[config.mk]
export PLATFORM = sky130hd
export DESIGN_NAME = spi_flash_reader
export DESIGN_NICKNAME = d
export VERILOG_FILES = /design/src/rtl/spi_flash_reader.sv
export SDC_FILE = /design/constraint.sdc
export NUM_CORES = 1
export LEC_CHECK = 0
export CAP_MARGIN = 20
export CORE_MARGIN = 5
export CORE_UTILIZATION = 54
export DETAILED_ROUTE_END_ITERATION = 16
export GPL_ROUTABILITY_DRIVEN = 0
export PLACE_DENSITY = 0.8
export SETUP_SLACK_MARGIN = 0.5
export SLEW_MARGIN = 10
export SYNTH_ARGS = -nofsm -noshare
export SYNTH_HDL_FRONTEND = slang
export SYNTH_SLANG_ARGS = --single-unit
[constraint.sdc]
create_clock -name clk -period 2.9 [get_ports clk]
set_input_delay 0.58 -clock clk [delete_from_list [all_inputs] [get_ports clk]]
set_output_delay 0.58 -clock clk [all_outputs]
set_load 0.02 [all_outputs]
[src/rtl/spi_flash_reader.sv]
// Single-SPI NOR flash read engine: wakes the flash (0xAB) after reset, then serves 32-bit READ (0x03) word fetches.
// Latency: read_ready pulses 1+128*CLK_DIV cycles after read_valid is accepted in IDLE.
// Backpressure: one read in flight; read_valid is only sampled in IDLE and must stay high until accepted.
// Ports: clk/reset (sync, active-high); read_valid/read_addr in, read_ready/read_data out (little-endian word);
//        flash_clk (SCK mode 0), flash_csn, io0 = MOSI (driven), io1 = MISO (input only), io0_in ignored.
module spi_flash_reader #(
    parameter int CLK_DIV       = 1,
    parameter int RELEASE_DELAY = 8
) (
    input  logic        clk,
    input  logic        reset,
    input  logic        read_valid,
    input  logic [23:0] read_addr,
    output logic        read_ready,
    output logic [31:0] read_data,
    output logic        flash_clk,
    output logic        flash_csn,
    output logic        flash_io0_en,
    output logic        flash_io0_out,
    input  logic        flash_io0_in,
    output logic        flash_io1_en,
    output logic        flash_io1_out,
    input  logic        flash_io1_in
);
    localparam int DIV_W    = (CLK_DIV > 1) ? $clog2(CLK_DIV) : 1;
    localparam int WAIT_MAX = (RELEASE_DELAY > 2 * CLK_DIV) ? RELEASE_DELAY : 2 * CLK_DIV;
    localparam int WAIT_W   = $clog2(WAIT_MAX + 1);

    localparam logic [DIV_W-1:0]  DIV_LAST = DIV_W'(CLK_DIV - 1);
    localparam logic [WAIT_W-1:0] REL_LAST = WAIT_W'(RELEASE_DELAY - 1);
    // DONE is the first high-csn cycle, so GAP covers the remaining 2*CLK_DIV-1.
    localparam logic [WAIT_W-1:0] GAP_LAST = WAIT_W'(2 * CLK_DIV - 2);
    localparam logic [7:0]        WAKE_CMD = 8'hAB;
    localparam logic [7:0]        READ_CMD = 8'h03;

    typedef enum logic [2:0] {
        WAKE_START, WAKE_SHIFT, WAKE_WAIT, IDLE, SHIFT, DONE, GAP
    } state_t;

    state_t             state_q,  state_d;
    logic [DIV_W-1:0]   div_q,    div_d;
    logic [5:0]         bit_q,    bit_d;
    logic [WAIT_W-1:0]  wait_q,   wait_d;
    logic [31:0]        tx_q,     tx_d;
    logic [31:0]        rx_q,     rx_d;
    logic               sck_q,    sck_d;
    logic               csn_q,    csn_d;
    logic               mosi_q,   mosi_d;
    logic               ready_q,  ready_d;
    logic [31:0]        data_q,   data_d;

    logic [31:0]        rx_shift;
    logic [5:0]         bit_last;
    logic               unused_io0_in;

    assign unused_io0_in = flash_io0_in;

    always_comb begin
        state_d  = state_q;
        div_d    = div_q;
        bit_d    = bit_q;
        wait_d   = wait_q;
        tx_d     = tx_q;
        rx_d     = rx_q;
        sck_d    = sck_q;
        csn_d    = csn_q;
        mosi_d   = mosi_q;
        ready_d  = 1'b0;
        data_d   = data_q;
        rx_shift = {rx_q[30:0], flash_io1_in};
        bit_last = (state_q == WAKE_SHIFT) ? 6'd7 : 6'd63;

        case (state_q)
            WAKE_START: begin
                // tx_q holds the bits still to send; bit 7 goes straight to MOSI.
                csn_d   = 1'b0;
                sck_d   = 1'b0;
                mosi_d  = WAKE_CMD[7];
                tx_d    = {WAKE_CMD[6:0], 25'd0};
                bit_d   = '0;
                div_d   = '0;
                state_d = WAKE_SHIFT;
            end
            WAKE_SHIFT, SHIFT: begin
                if (div_q != DIV_LAST) begin
                    div_d = div_q + DIV_W'(1);
                end else begin
                    div_d = '0;
                    if (!sck_q) begin
                        sck_d = 1'b1;
                    end else begin
                        // This edge ends the SCK-high phase: sample MISO, then start the next bit.
                        sck_d = 1'b0;
                        if (bit_q[5]) begin
                            rx_d = rx_shift;
                        end
                        if (bit_q == bit_last) begin
                            csn_d  = 1'b1;
                            mosi_d = 1'b0;
                            wait_d = '0;
                            bit_d  = '0;
                            if (state_q == WAKE_SHIFT) begin
                                state_d = WAKE_WAIT;
                            end else begin
                                state_d = DONE;
                                ready_d = 1'b1;
                                // First received byte lands in the low byte of the word.
                                data_d  = {rx_shift[7:0], rx_shift[15:8],
                                           rx_shift[23:16], rx_shift[31:24]};
                            end
                        end else begin
                            bit_d  = bit_q + 6'd1;
                            mosi_d = tx_q[31];
                            tx_d   = {tx_q[30:0], 1'b0};
                        end
                    end
                end
            end
            WAKE_WAIT: begin
                if (wait_q == REL_LAST) begin
                    state_d = IDLE;
                end else begin
                    wait_d = wait_q + WAIT_W'(1);
                end
            end
            IDLE: begin
                if (read_valid) begin
                    // The address lives only in tx_q from here on, so later read_addr changes are ignored.
                    csn_d   = 1'b0;
                    sck_d   = 1'b0;
                    mosi_d  = READ_CMD[7];
                    tx_d    = {READ_CMD[6:0], read_addr, 1'b0};
                    bit_d   = '0;
                    div_d   = '0;
                    state_d = SHIFT;
                end
            end
            DONE: begin
                wait_d  = '0;
                state_d = GAP;
            end
            GAP: begin
                if (wait_q == GAP_LAST) begin
                    state_d = IDLE;
                end else begin
                    wait_d = wait_q + WAIT_W'(1);
                end
            end
            default: begin
                state_d = WAKE_START;
            end
        endcase
    end

    always_ff @(posedge clk) begin
        if (reset) begin
            state_q <= WAKE_START;
            div_q   <= '0;
            bit_q   <= '0;
            wait_q  <= '0;
            tx_q    <= '0;
            rx_q    <= '0;
            sck_q   <= 1'b0;
            csn_q   <= 1'b1;
            mosi_q  <= 1'b0;
            ready_q <= 1'b0;
            data_q  <= '0;
        end else begin
            state_q <= state_d;
            div_q   <= div_d;
            bit_q   <= bit_d;
            wait_q  <= wait_d;
            tx_q    <= tx_d;
            rx_q    <= rx_d;
            sck_q   <= sck_d;
            csn_q   <= csn_d;
            mosi_q  <= mosi_d;
            ready_q <= ready_d;
            data_q  <= data_d;
        end
    end

    assign read_ready    = ready_q;
    assign read_data     = data_q;
    assign flash_clk     = sck_q;
    assign flash_csn     = csn_q;
    assign flash_io0_en  = 1'b1;
    assign flash_io0_out = mosi_q;
    assign flash_io1_en  = 1'b0;
    assign flash_io1_out = 1'b0;

endmodule

== After elaboration in Yosys (flattened, before gate mapping) ==
Index checks and enable logic that the tools add are counted.
Word-level totals
  register bits: 113
  bits of input ports: 29
  output and inout port bits: 39
Cells by class
  add/subtract/negate cells: 3
  equal/unequal tests: 17
  muxes and demuxes: 40
  bitwise operators: 5
  reduce and logical (&&, ||, !) cells: 15
Operators by type and width (number)
  two-way mux 32 bit: 4
  case mux 32 bit (3 select lines): 1
  two-way mux 6 bit: 5
  two-way mux 3 bit: 7
  two-way mux 4 bit: 5
  != test 2 bit (second input constant): 9
  case mux 3 bit (6 select lines): 1
  case mux 6 bit (3 select lines): 1
  case mux 4 bit (4 select lines): 1
  AND reduction 5 bit: 3
  case mux 1 bit (3 select lines): 4
  AND reduction 6 bit: 2
  two-way mux 1 bit: 11
  equality test 3 bit (second input constant): 3
  AND reduction 4 bit: 2
  adder 6 x 1 -> 6 bit (second input constant): 1
  equality test 3 x 2 -> 1 bit (second input constant): 2
  equality test 6 bit: 1
  inverter 1 bit: 5
  OR reduction 5 bit: 1
  adder 4 x 1 -> 4 bit (second input constant): 1
  equality test 4 x 3 -> 1 bit (second input constant): 1
  zero test 4 bit: 1
  nonzero test 4 bit: 1
  other kinds (7): 7

== Logic depth before layout (Yosys ltp) ==
  depth in word-level cells: 7
  depth in mapped cells: 9
  gate-level depth less buffers: 7

== Worst setup path after synthesis ==
Ideal clock, no wire load.
  path type: flip-flop to flip-flop
  from: register state_q[0]
  to: register tx_q[25]
  setup time: 0.119 ns
  arrival: 2.061 ns
  required time: 2.781 ns
  slack: 0.720 ns
  cell stages (with the launch flop): 8
  path buffers: 0
  clock period less this slack: 2.180 ns
  path through: dfxtp_1 -> inv_1 -> ha_1 -> mux2i_4 -> o221ai_1 -> a211oi_2 -> nand2_1 -> o221a_2
Between the ends
  word-level cells in the longest chain between the ends: 5
Ends and longest elaborated chain
  from (decl): line 40  | state_t state_q, state_d;
  from (signal assigned): line 169  | state_q <= state_d;
  equality test 3 x 1 -> 1 bit: line 71, 73
  two-way mux 6 bit: line 71  | bit_last = (state_q == WAKE_SHIFT) ? 6'd7 : 6'd63;
  equality test 6 bit: line 97  | if (bit_q == bit_last) begin
  != test 2 bit (no line)
  AND reduction 5 bit (no line)
  to (signal assigned): line 173  | tx_q <= tx_d;
  to (decl): line 44  | logic [31:0] tx_q, tx_d;
Parallel ways exist; a longest one is shown, timed or not.
A chain may end at the register's enable or synchronous reset.

== Worst setup path in the final report ==
  from: register sck_q (netlist: flash_clk)
  to: output flash_clk
RTL lines
  from (decl): line 46  | logic sck_q, sck_d;
  from (signal assigned): line 175  | sck_q <= sck_d;
  to (decl): line 16  | output logic flash_clk,
No word-level cell between the ends.

==> run summary <==
The flow ran to the end, and the final reports show no timing, DRC or antenna violations. The number of hold violations in the final report came out at 0. The met1 layer usage reported by global route came out at 24.2%.

The most common cell after layout, fill and taps aside is nand2_1. IR analysis of the VDD net gives a maximum drop of 624 µV. For this run, the post-layout net count is 644. The normalized max-slew margin is 57.6%. The area growth from synthesis to layout is 21.0%. The number of global-route vias before repair came out at 3,741.

The starting utilization of the core area is 55.4%. After layout, the worst path uses between 70 and 80% of the clock period. The global-route track usage on met2 came out at 32.0%. The count of flip-flops with a built-in enable after synthesis came out at 0.

The first-pass GRT wire length came out at 16,400 µm. The sequential-to-total area share from yosys stat is about half. The per-cell routed wire length is 13.2 µm. The first-iteration detailed-routing DRC count came out at about 190. The clock latency on the worst-skew pair is 0.37 ns.

For the worst setup path, the data arrival time is 1.71 ns. The final hold slack is 0.457 ns. The post-synthesis instance area is between 4000 and 5000 µm². The share of flip-flops with an asynchronous set or reset after synthesis is 0%. Across every metal layer, demand over resource in global routing totals 19.2%. The top-level I/O count is 68. The final setup TNS is 0 ns. The setup skew after layout came out at 0.0173 ns. On the critical path, the stage with the largest delay is an instance of clkdlybuf4s50_1. For met3 alone, demand over resource in global routing was 4.41%. The maximum frequency from static timing analysis is 0.436 GHz.

The final max-slew violation count is 0. The flip-flop and latch count after synthesis is 111. The data required time at the worst endpoint is ~2.3 ns. The total DRC errors in the routed layout came out at 0. The synthesized netlist cell count is approximately 560. The number of antenna violations at the first check in global routing came to 0. In the synthesized netlist the dominant register cell turns out to be dfxtp_1. In this run the number of H-tree levels came out at 3. The most used routing layer is met2.

The total power density per cell area came out at 816 nW/µm². The number of inserted diodes is 0. The area enclosed by the die boundary came out at 10,300 µm².

Grouping stages by cell kind, the critical path spends the most delay in buffers and inverters. The mean cell area of the mapped netlist is 8.06 µm². The minimum setup slack in the final design came out at 0.609 ns. Entering global routing, the biggest net connects 54 pins.

The via-per-instance ratio is about 5.5. Setup repair after global routing left no endpoint under its margin. The fraction of final layout cells with drive strength greater than 1 came out at 6.69%. The total number of vias came out at approximately 3,900. The TritonCTS buffer count is 9. The core region is 8180 µm².

The number of placement rows came out at 33. The highest net fanout along the worst path came out at 14. The number of routed nets with antenna violations is 0. In this run the deepest clock path goes through 2 buffers.

STA classifies the critical path endpoint as an output pin. The kind of path behind the tightest hold check is reg -> reg. Input and output buffers added on the ports amount to 63. Counting I/O delays and the setup requirement, the final critical path takes 2.29 ns. The post-CTS clock slew at the launch and capture registers of the worst setup and hold paths came out at 0.09 ns.

For this run, the number of Yosys warnings is 0. The total congestion overflow came out at 0. From bottom edge to top edge, the die measures 102 µm. The worst stage delay on the critical path is 0.71 ns. The leakage power of the design came out at ~1.8 nW. The final core utilization came out at 67.0%.

The clock root buffer is clkbuf_8. TritonCTS built the clock tree. The first detailed-routing pass ran for 5 iterations.

The setup-violating endpoint count in the final report came out at 0. The clock sink count is 111. The unique cell type count in the Yosys netlist came out at 40. The HPWL after detailed placement came out at about 6300 µm.

At the pin with the least slew margin, the transition time is 0.629 ns. The category of the most critical setup path is reg -> out. Across the run, the number of max-cap violations was 0. Walking the worst path, the cells encountered are clkdlybuf4s50_1.

At the placement stage, the worst setup path has a slack of 0.399 ns. The worst setup path is launched from a flip-flop. In the layout the commonest cells are nand2_1 (153), dfxtp_1 (111), a21oi_1 (81). The count of buffering cells on the critical path with inverters included is 1.

For this block, the routed nets add up to 9460 µm of wire. The die is 102 µm wide.
layer usage:
layer / vias to the layer above / share of wire [%]
li1: 2003 / -
met1: 1796 / 45
met2: 102 / 47
met3: 14 / 6.2
met4: 0 / 1.4
met5: - / 0
path summary, 6_finish.rpt:
check | start | end | slack [ns] | cells past startpoint
setup / recovery | flash_clk | flash_clk | 0.61 | 1
hold / removal | read_data[24] | read_data[24] | 0.46 | 2
setup reg to reg | state_q[1] | wait_q[3] | 0.65 | 7
hold reg to reg | read_data[24] | read_data[24] | 0.46 | 2
where the power goes:
| group | internal [W] | switching [W] | leakage, nW |
|---|---|---|---|
| combinational | 0.000663 | 0.000894 | 0.842 |
| clock | 0.000515 | 0.000494 | 0.107 |
| sequential | 0.00175 | 0.000154 | 0.900 |
| total | 0.00293 | 0.00154 | 1.85 |
cell type report:
type | count | area [µm²]
multi-input cells | 400 | 2120
clock buffers | 12 | 145
fillers | 713 | 2700
repair buffers | 79 | 761
clock inverters | 4 | 76.3
inverters | 7 | 26.3
well taps | 105 | 131
flip-flops and latches | 111 | 2220
state kept, by name, indices dropped and copies added, names as in the netlist:
name	flops
wait_q	4
flash_csn	1
read_data	32
flash_clk	1
bit_q	6
tx_q	31
flash_io0_out	1
read_ready	1
state_q	3
rx_q	31
logic make-up (layout without fill, tap and decap cells):
family          Yosys count  in the layout  synth area share (%)
compound gates          157            157                  21.6
fa+ha+maj                 7              7                  1.93
buf+inv                  52            102                  4.72
flops                   111            111                  49.1
mux                       4              4                  1.44
other cells               2              3                 0.166
simple gates            229            229                  21.1
synth_stat cells (3+ instances only):
cell type	number	area, µm²
nand2_1	153	574
dfxtp_1	111	2220
a21oi_1	81	405
nor2_1	37	139
clkbuf_1	35	131
a211oi_1	24	180
a22oi_1	23	173
o21ai_0	12	60.1
nand3_1	10	50.1
nand2b_1	9	56.3
ha_1	7	87.6
inv_1	7	26.3
buf_2	6	30.0
a31oi_1	4	25.0
or4_1	4	30.0
and3_1	3	18.8
buf_4	3	22.5
per-stage QoR:
| stage | cells | total power [W] | area (µm²) |
|---|---|---|---|
| detailed placement | 696 | 0.00339 | 5210 |
| global placement | 696 | 0.00332 | 5210 |
| CTS | 712 | 0.00439 | 5430 |
| finish | 718 | 0.00447 | 5480 |
| global route | 718 | 0.00478 | 5480 |
| floorplan | 563 | 0.00300 | 4530 |
what timing repair did:
item	CTS	global route
endpoints found under the setup margin	0	34
hold endpoints to repair	0	0
setup buffers	0	6
resized for setup	0	1
hold buffers	0	0
No activity file was read; power rests on OpenSTA's default activity.
